[src/rtl/inv_tree_capture_monitor_if.sv]
// Bundle of the control inputs, raw tree outputs and the monitor results.
// The harness is the master; the capture monitor is the slave.
interface inv_tree_capture_monitor_if #(
  parameter int N_OUT = 4,
  parameter int CNT_W = 16
);
  logic                   en;
  logic                   clr;
  logic [N_OUT-1:0]       dout_in;
  logic [N_OUT*CNT_W-1:0] trans_cnt;
  logic [7:0]             max_skew;
  logic                   event_done;
  logic                   mismatch;
  logic                   skew_err;
  logic                   glitch_err;
  logic                   busy;

  modport master (
    output en, clr, dout_in,
    input  trans_cnt, max_skew, event_done, mismatch, skew_err, glitch_err, busy
  );
  modport slave (
    input  en, clr, dout_in,
    output trans_cnt, max_skew, event_done, mismatch, skew_err, glitch_err, busy
  );
endinterface

[src/rtl/inv_tree_capture_monitor.sv]
// Capture monitor for the inverter fan-out tree: synchronizes the tree outputs,
// counts their edges and measures first-to-last edge skew of each propagated event.
module inv_tree_capture_monitor #(
  parameter int N_OUT       = 4,
  parameter int CNT_W       = 16,
  parameter int WIN         = 8,
  parameter int SYNC_STAGES = 2
) (
  input  logic                          clk,
  input  logic                          rst_n,
  inv_tree_capture_monitor_if.slave     mon
);
  localparam logic [7:0]       SKEW_LAST = 8'(WIN - 1);
  localparam logic [CNT_W-1:0] CNT_MAX   = '1;

  typedef enum logic {S_IDLE, S_COLLECT} state_t;

  logic [SYNC_STAGES-1:0][N_OUT-1:0] r_sync;
  logic [N_OUT-1:0]                  r_prev;
  logic [N_OUT-1:0]                  r_edge;

  // Synchronizer and edge detect run independently of en so the edge
  // history is always current when monitoring is enabled.
  always_ff @(posedge clk or negedge rst_n) begin
    if (!rst_n) begin
      r_sync <= '0;
      r_prev <= '0;
      r_edge <= '0;
    end else begin
      r_sync <= {r_sync[SYNC_STAGES-2:0], mon.dout_in};
      r_prev <= r_sync[SYNC_STAGES-1];
      r_edge <= r_sync[SYNC_STAGES-1] ^ r_prev;
    end
  end

  logic [N_OUT-1:0][CNT_W-1:0] w_cnt;

  for (genvar g = 0; g < N_OUT; g++) begin : g_lane
    logic [CNT_W-1:0] r_cnt;
    always_ff @(posedge clk or negedge rst_n) begin
      if (!rst_n)
        r_cnt <= '0;
      else if (mon.clr)
        r_cnt <= '0;
      else if (mon.en && r_edge[g] && r_cnt != CNT_MAX)
        r_cnt <= r_cnt + 1'b1;
    end
    assign w_cnt[g] = r_cnt;
  end

  state_t           r_state;
  logic [7:0]       r_skew;
  logic [7:0]       r_max;
  logic [N_OUT-1:0] r_seen;
  logic             r_done;
  logic             r_mis;
  logic             r_serr;
  logic             r_gerr;
  logic             r_busy;

  logic [7:0]       w_skew_nx;
  logic [N_OUT-1:0] w_seen_nx;
  logic             w_all;
  logic             w_glitch;
  logic             w_active;

  assign w_skew_nx = r_skew + 8'd1;
  assign w_seen_nx = r_seen | r_edge;
  assign w_all     = &w_seen_nx;
  assign w_glitch  = |(r_edge & r_seen);
  assign w_active  = (r_state == S_COLLECT) && mon.en;

  always_ff @(posedge clk or negedge rst_n) begin
    if (!rst_n) begin
      r_state <= S_IDLE;
      r_skew  <= '0;
      r_seen  <= '0;
      r_max   <= '0;
      r_done  <= 1'b0;
      r_mis   <= 1'b0;
      r_serr  <= 1'b0;
      r_gerr  <= 1'b0;
      r_busy  <= 1'b0;
    end else begin
      r_done <= 1'b0;
      r_mis  <= 1'b0;
      case (r_state)
        S_IDLE: begin
          if (mon.en && |r_edge) begin
            r_skew <= '0;
            r_seen <= r_edge;
            // All outputs moving together is a complete zero-skew event.
            if (&r_edge) begin
              r_done <= 1'b1;
            end else begin
              r_state <= S_COLLECT;
              r_busy  <= 1'b1;
            end
          end
        end
        S_COLLECT: begin
          if (!mon.en) begin
            r_state <= S_IDLE;
            r_busy  <= 1'b0;
          end else begin
            r_skew <= w_skew_nx;
            r_seen <= w_seen_nx;
            if (w_all) begin
              r_done  <= 1'b1;
              r_state <= S_IDLE;
              r_busy  <= 1'b0;
            end else if (w_skew_nx == SKEW_LAST) begin
              r_mis   <= 1'b1;
              r_state <= S_IDLE;
              r_busy  <= 1'b0;
            end
          end
        end
        default: begin
          r_state <= S_IDLE;
          r_busy  <= 1'b0;
        end
      endcase

      // Statistics and sticky flags; clear wins over a same-cycle update.
      if (mon.clr) begin
        r_max  <= '0;
        r_serr <= 1'b0;
        r_gerr <= 1'b0;
      end else if (w_active) begin
        if (w_glitch)
          r_gerr <= 1'b1;
        if (w_all && w_skew_nx > r_max)
          r_max <= w_skew_nx;
        if (!w_all && w_skew_nx == SKEW_LAST)
          r_serr <= 1'b1;
      end
    end
  end

  assign mon.trans_cnt  = w_cnt;
  assign mon.max_skew   = r_max;
  assign mon.event_done = r_done;
  assign mon.mismatch   = r_mis;
  assign mon.skew_err   = r_serr;
  assign mon.glitch_err = r_gerr;
  assign mon.busy       = r_busy;
endmodule

[src/flat_wrapper.sv]
// flat-port wrapper written by rule: the top's interface ports become plain ports
module inv_tree_capture_monitor_flat 
#(
  parameter int N_OUT       = 4,
  parameter int CNT_W       = 16,
  parameter int WIN         = 8,
  parameter int SYNC_STAGES = 2
)
  (clk, rst_n, mon_en, mon_clr, mon_dout_in, mon_trans_cnt, mon_max_skew, mon_event_done, mon_mismatch, mon_skew_err, mon_glitch_err, mon_busy);
  inv_tree_capture_monitor_if #(.N_OUT(N_OUT), .CNT_W(CNT_W)) mon_i ();
  input  logic clk;
  input  logic rst_n;
  input wire logic [$bits(mon_i.en)-1:0] mon_en;
  input wire logic [$bits(mon_i.clr)-1:0] mon_clr;
  input wire logic [$bits(mon_i.dout_in)-1:0] mon_dout_in;
  output wire logic [$bits(mon_i.trans_cnt)-1:0] mon_trans_cnt;
  output wire logic [$bits(mon_i.max_skew)-1:0] mon_max_skew;
  output wire logic [$bits(mon_i.event_done)-1:0] mon_event_done;
  output wire logic [$bits(mon_i.mismatch)-1:0] mon_mismatch;
  output wire logic [$bits(mon_i.skew_err)-1:0] mon_skew_err;
  output wire logic [$bits(mon_i.glitch_err)-1:0] mon_glitch_err;
  output wire logic [$bits(mon_i.busy)-1:0] mon_busy;
  assign mon_i.en = mon_en;
  assign mon_i.clr = mon_clr;
  assign mon_i.dout_in = mon_dout_in;
  assign mon_trans_cnt = mon_i.trans_cnt;
  assign mon_max_skew = mon_i.max_skew;
  assign mon_event_done = mon_i.event_done;
  assign mon_mismatch = mon_i.mismatch;
  assign mon_skew_err = mon_i.skew_err;
  assign mon_glitch_err = mon_i.glitch_err;
  assign mon_busy = mon_i.busy;
  inv_tree_capture_monitor #(.N_OUT(N_OUT), .CNT_W(CNT_W), .WIN(WIN), .SYNC_STAGES(SYNC_STAGES)) u_core (.clk(clk), .rst_n(rst_n), .mon(mon_i));
endmodule
[config.mk]
export PLATFORM = sky130hd
export DESIGN_NAME = inv_tree_capture_monitor_flat
export DESIGN_NICKNAME = d
export VERILOG_FILES = /design/src/rtl/inv_tree_capture_monitor_if.sv /design/src/rtl/inv_tree_capture_monitor.sv /design/src/flat_wrapper.sv
export SDC_FILE = /design/constraint.sdc
export NUM_CORES = 1
export LEC_CHECK = 0
export ABC_CLOCK_PERIOD_IN_PS = 2400
export CAP_MARGIN = 20
export CORE_UTILIZATION = 49
export CTS_CLUSTER_DIAMETER = 100
export CTS_CLUSTER_SIZE = 10
export DETAILED_ROUTE_END_ITERATION = 16
export PLACE_DENSITY = 0.77
export SETUP_SLACK_MARGIN = 0.02
export SLEW_MARGIN = 0
export SYNTH_ARGS = -nofsm -noshare
export SYNTH_HDL_FRONTEND = slang
export SYNTH_SLANG_ARGS = --single-unit
[constraint.sdc]
create_clock -name clk -period 2.4 [get_ports clk]
set_input_delay 0.24 -clock clk [delete_from_list [all_inputs] [get_ports clk]]
set_output_delay 0.24 -clock clk [all_outputs]
set_load 0.05 [all_outputs]
==> flow_metrics.tcl <==
set metrics [dict create \
    status "completed" \
    max_freq_mhz 427.7 \
    yosysWarnings 0 \
    finalCritPeriodShare_pct 97.43 \
    yosysTopAreaCellShare_pct 49.80 \
    syn-mean-instance-area_um2 9.737 \
    first_pass_iters 4 \
    layout_common_cells "dfrtp_1, clkdlybuf4s50_1, nor2_1" \
    ys_async_sr_fraction_pct 100.0 \
    netlist_area_mm2 0.005326 \
    clk_pin_slew_ps 120 \
    drt-initial-drc-count 201 \
    tightest_slew_ps 659.8 \
    root_buffer "clkbuf_8" \
    ctsLongestPathBuffers 2 \
    synth_top_area_cell "dfrtp_1" \
    ctsHtreeMaxLevel 3 \
    crit_chain "buf_4 > nand3_2 > xnor2_2 > ha_4 > a21oi_2 > a31oi_1 > o211ai_1 > buf_4 > nor2_1 > a211oi_1" \
    final-hold-violation-count 0 \
    grt_pass1_wl_mm 19.89 \
    synth_area_leaders "dfrtp_1, xnor2_1, nor2_1" \
    area_growth_pct 28.28 \
    synth_fp_nets 569 \
    p_sw_uw 1347 \
    cpLargestDelayFamily "compound AO/OA/AOI/OAI gates" \
    irDropWorstVdd_mv 0.4779 \
    grt.overflow.total 0 \
    slowest_stage "dfrtp_2" \
    grt_max_degree 57 \
    fin_skew_ps 14.33 \
    grt_use_total_pct 21.79 \
    core_area_mm2 0.01042 \
    cts_buffers 9 \
    setup_viol 0 \
    path_class "flip-flop to flip-flop" \
    grt_antenna_before_repair 0 \
    worst-endpoint-required_ps 2680 \
    synth-seq-cells 106 \
    synth_edf_count 0 \
    start_util_pct 51.14 \
    gp_congestion 0.8339 \
    ys_seq_area_share_pct 49.80 \
    synthCells 547 \
    diodes 0 \
    clkSinkCount 106 \
    dpl.cell_count 767 \
    detail_route.drc_violations 0 \
    synth_cell_types 51 \
    finish.net_count 675 \
    worst-path-buf-inv 2 \
    port-buffer-count 84 \
    totalWireLength_mm 12.05 \
    clock_latency_ps 370 \
    power_frac_clock_pct 29.2 \
    internal_power_uw 2758 \
    period_needed_ps 2338 \
    cts_tree "yes" \
    grt_pass1_vias 4222 \
    min_path_type "input pin to asynchronous set/reset pin" \
    rows 37 \
    die_w_um 106.3 \
    nFillCells 847 \
    pin_count 85 \
    start_kind "flip-flop" \
    finalWorstSetupSlack_ps 61.72 \
    layout.cells.non_filler 794 \
    die_y_um 106.3 \
    maxCapViolCount 0 \
    seq_power_share_pct 48.8 \
    finalMaxSlewViolations 0 \
    endpoint_kind "flip-flop" \
    power_leakage_uw 0.002794 \
    hpwl_mm 8.353 \
    p_per_area_mw_per_mm2 600.8 \
    synth_ff_type "dfrtp_1" \
    crit_top_cell "buf_4" \
    comb_power_share_pct 22.0 \
    layout-drive-gt1-share_pct 12.61 \
    switching_share_pct 32.81 \
    post_dp_cell_area_mm2 0.006411 \
    cp_max_fo 7 \
    worst-endpoint-arrival_ps 2610 \
    dp_worst_setup_slack_ps -18.20 \
    vias 4389 \
    wire_per_inst_um 15.17 \
    vias_per_cell 5.528 \
    dieArea_mm2 0.01129 \
    detail-route-antenna-nets 0 \
    slew_headroom_pct 55.68 \
    final_common_cell "dfrtp_1" \
    slowest_delay_ps 480 \
    stdcell_area_mm2 0.006833 \
    rsz0062_at_grt "yes" \
]
==> final timing paths <==
path                                  start                         end  slack, ps  cells after the start
hold / removal                        rst_n   u_core.g_lane[0].r_cnt[9]        260                      2
setup / recovery           u_core.r_skew[0]      u_core.mon.max_skew[6]         60                     10
min in group clk                    mon_clr  u_core.g_lane[0].r_cnt[15]        260                      3
hold reg to reg            u_core.r_sync[0]            u_core.r_sync[4]        360                      0
max in group asynchronous             rst_n   u_core.g_lane[1].r_cnt[4]       1430                      3
setup reg to reg           u_core.r_skew[0]      u_core.mon.max_skew[6]         60                     10
==> layout make-up <==
class | count | area [um^2] | share of cell area [%]
clock buffers | 9 | 123.9 | 1.813
clock inverters | 7 | 90.09 | 1.318
inverters | 18 | 70.07 | 1.025
multi-input cells | 405 | 2656 | 38.88
flip-flops and latches | 106 | 2655 | 38.86
well taps | 136 | 170.2 | 2.490
repair buffers | 113 | 1067 | 15.62
==> what timing repair did <==
item	4_1_cts	5_1_grt
endpoints found under the hold margin	16	0
gates cloned	0	1
hold buffers	1	0
setup buffers	2	7
gates resized for setup	2	26
pin swaps	0	16
setup endpoints to repair	8	8
==> metal layers <==
metal  vias up  global-route usage (%)  part of all wire (%)
met5         -                       0                     0
met4         0                   7.242                   1.4
met3        15                   3.066                   3.9
met2       104                   35.95                    48
met1      2141                   29.56                    46
li1       2129                       -                     -
==> synth_stat cells (2+ instances only) <==
cell / instances
xnor2_1: 46
nor2_1: 84
nand4b_1: 3
nand4_1: 18
inv_1: 18
or3_1: 2
nor3_1: 14
a211oi_1: 15
or2_2: 2
xor2_1: 20
nand3b_1: 2
clkbuf_1: 11
a21oi_1: 20
o22ai_1: 4
and4_1: 5
nand3_1: 30
o21ai_0: 17
a22oi_1: 2
nand2_1: 46
and2_1: 5
nand4_2: 2
and3_1: 7
mux2i_1: 5
buf_2: 6
nor4_1: 9
a21o_1: 2
a2111oi_0: 5
ha_1: 14
nand2b_1: 3
a211oi_2: 2
dfrtp_1: 106
o31ai_1: 3
==> worst register-to-register path, delay by kind of cell, from the launching register on <==
family / cells / cell delay, ps
xor gates and xnor gates: 1 / 290
AOI/OAI and AO/OA: 4 / 700
and+or+nand+nor: 2 / 140
adders and majority gates: 1 / 270
DFF: 1 / 480
buffers and inverters: 2 / 370
==> cells by family after synthesis <==
family | after synthesis | share of synthesized area, %
buffers and inverters | 36 | 2.748
AND/OR/NAND/NOR | 242 | 22.72
XOR/XNOR | 66 | 10.85
AO/OA/AOI/OAI | 78 | 9.655
flip-flops | 106 | 49.80
multiplexers | 5 | 0.9397
adder cells (fa/ha/maj) | 14 | 3.289
==> through the flow <==
stage | power [uW] | utilization [%] | TNS, ps | hold WS (ps)
after floorplan | 2549 | - | 0 | -55.59
after global placement | 2798 | 61.55 | 0 | 123.9
after detailed placement | 2824 | 61.55 | -37.15 | 127.1
after global routing | 4304 | 65.60 | -647.4 | 270.6
after CTS | 4022 | 63.87 | 0 | 240.4
final | 4105 | 65.60 | 0 | 256.2
==> state kept, by name, summed over array words and instances, names as in the netlist <==
name and cells:
u_core.r_seen 4, u_core.mon.busy 1, u_core.mon.max_skew 8, u_core.mon.mismatch 1
u_core.r_edge 4, u_core.r_sync 8, u_core.mon.skew_err 1, u_core.r_state 1
u_core.r_skew 8, u_core.mon.event_done 1, u_core.mon.glitch_err 1, u_core.r_prev 4
u_core.g_lane.r_cnt 64
==> power groups by stage <==
stage | sequential [uW] | clock, uW | combinational, uW
after CTS | 2000 | 1220 | 802
after global placement | 2020 | 0 | 778
after detailed placement | 2030 | 0 | 797
after floorplan | 2170 | 0 | 381
after global routing | 2020 | 1290 | 995
final | 2000 | 1200 | 903
Power figures use the tool's default switching activity.
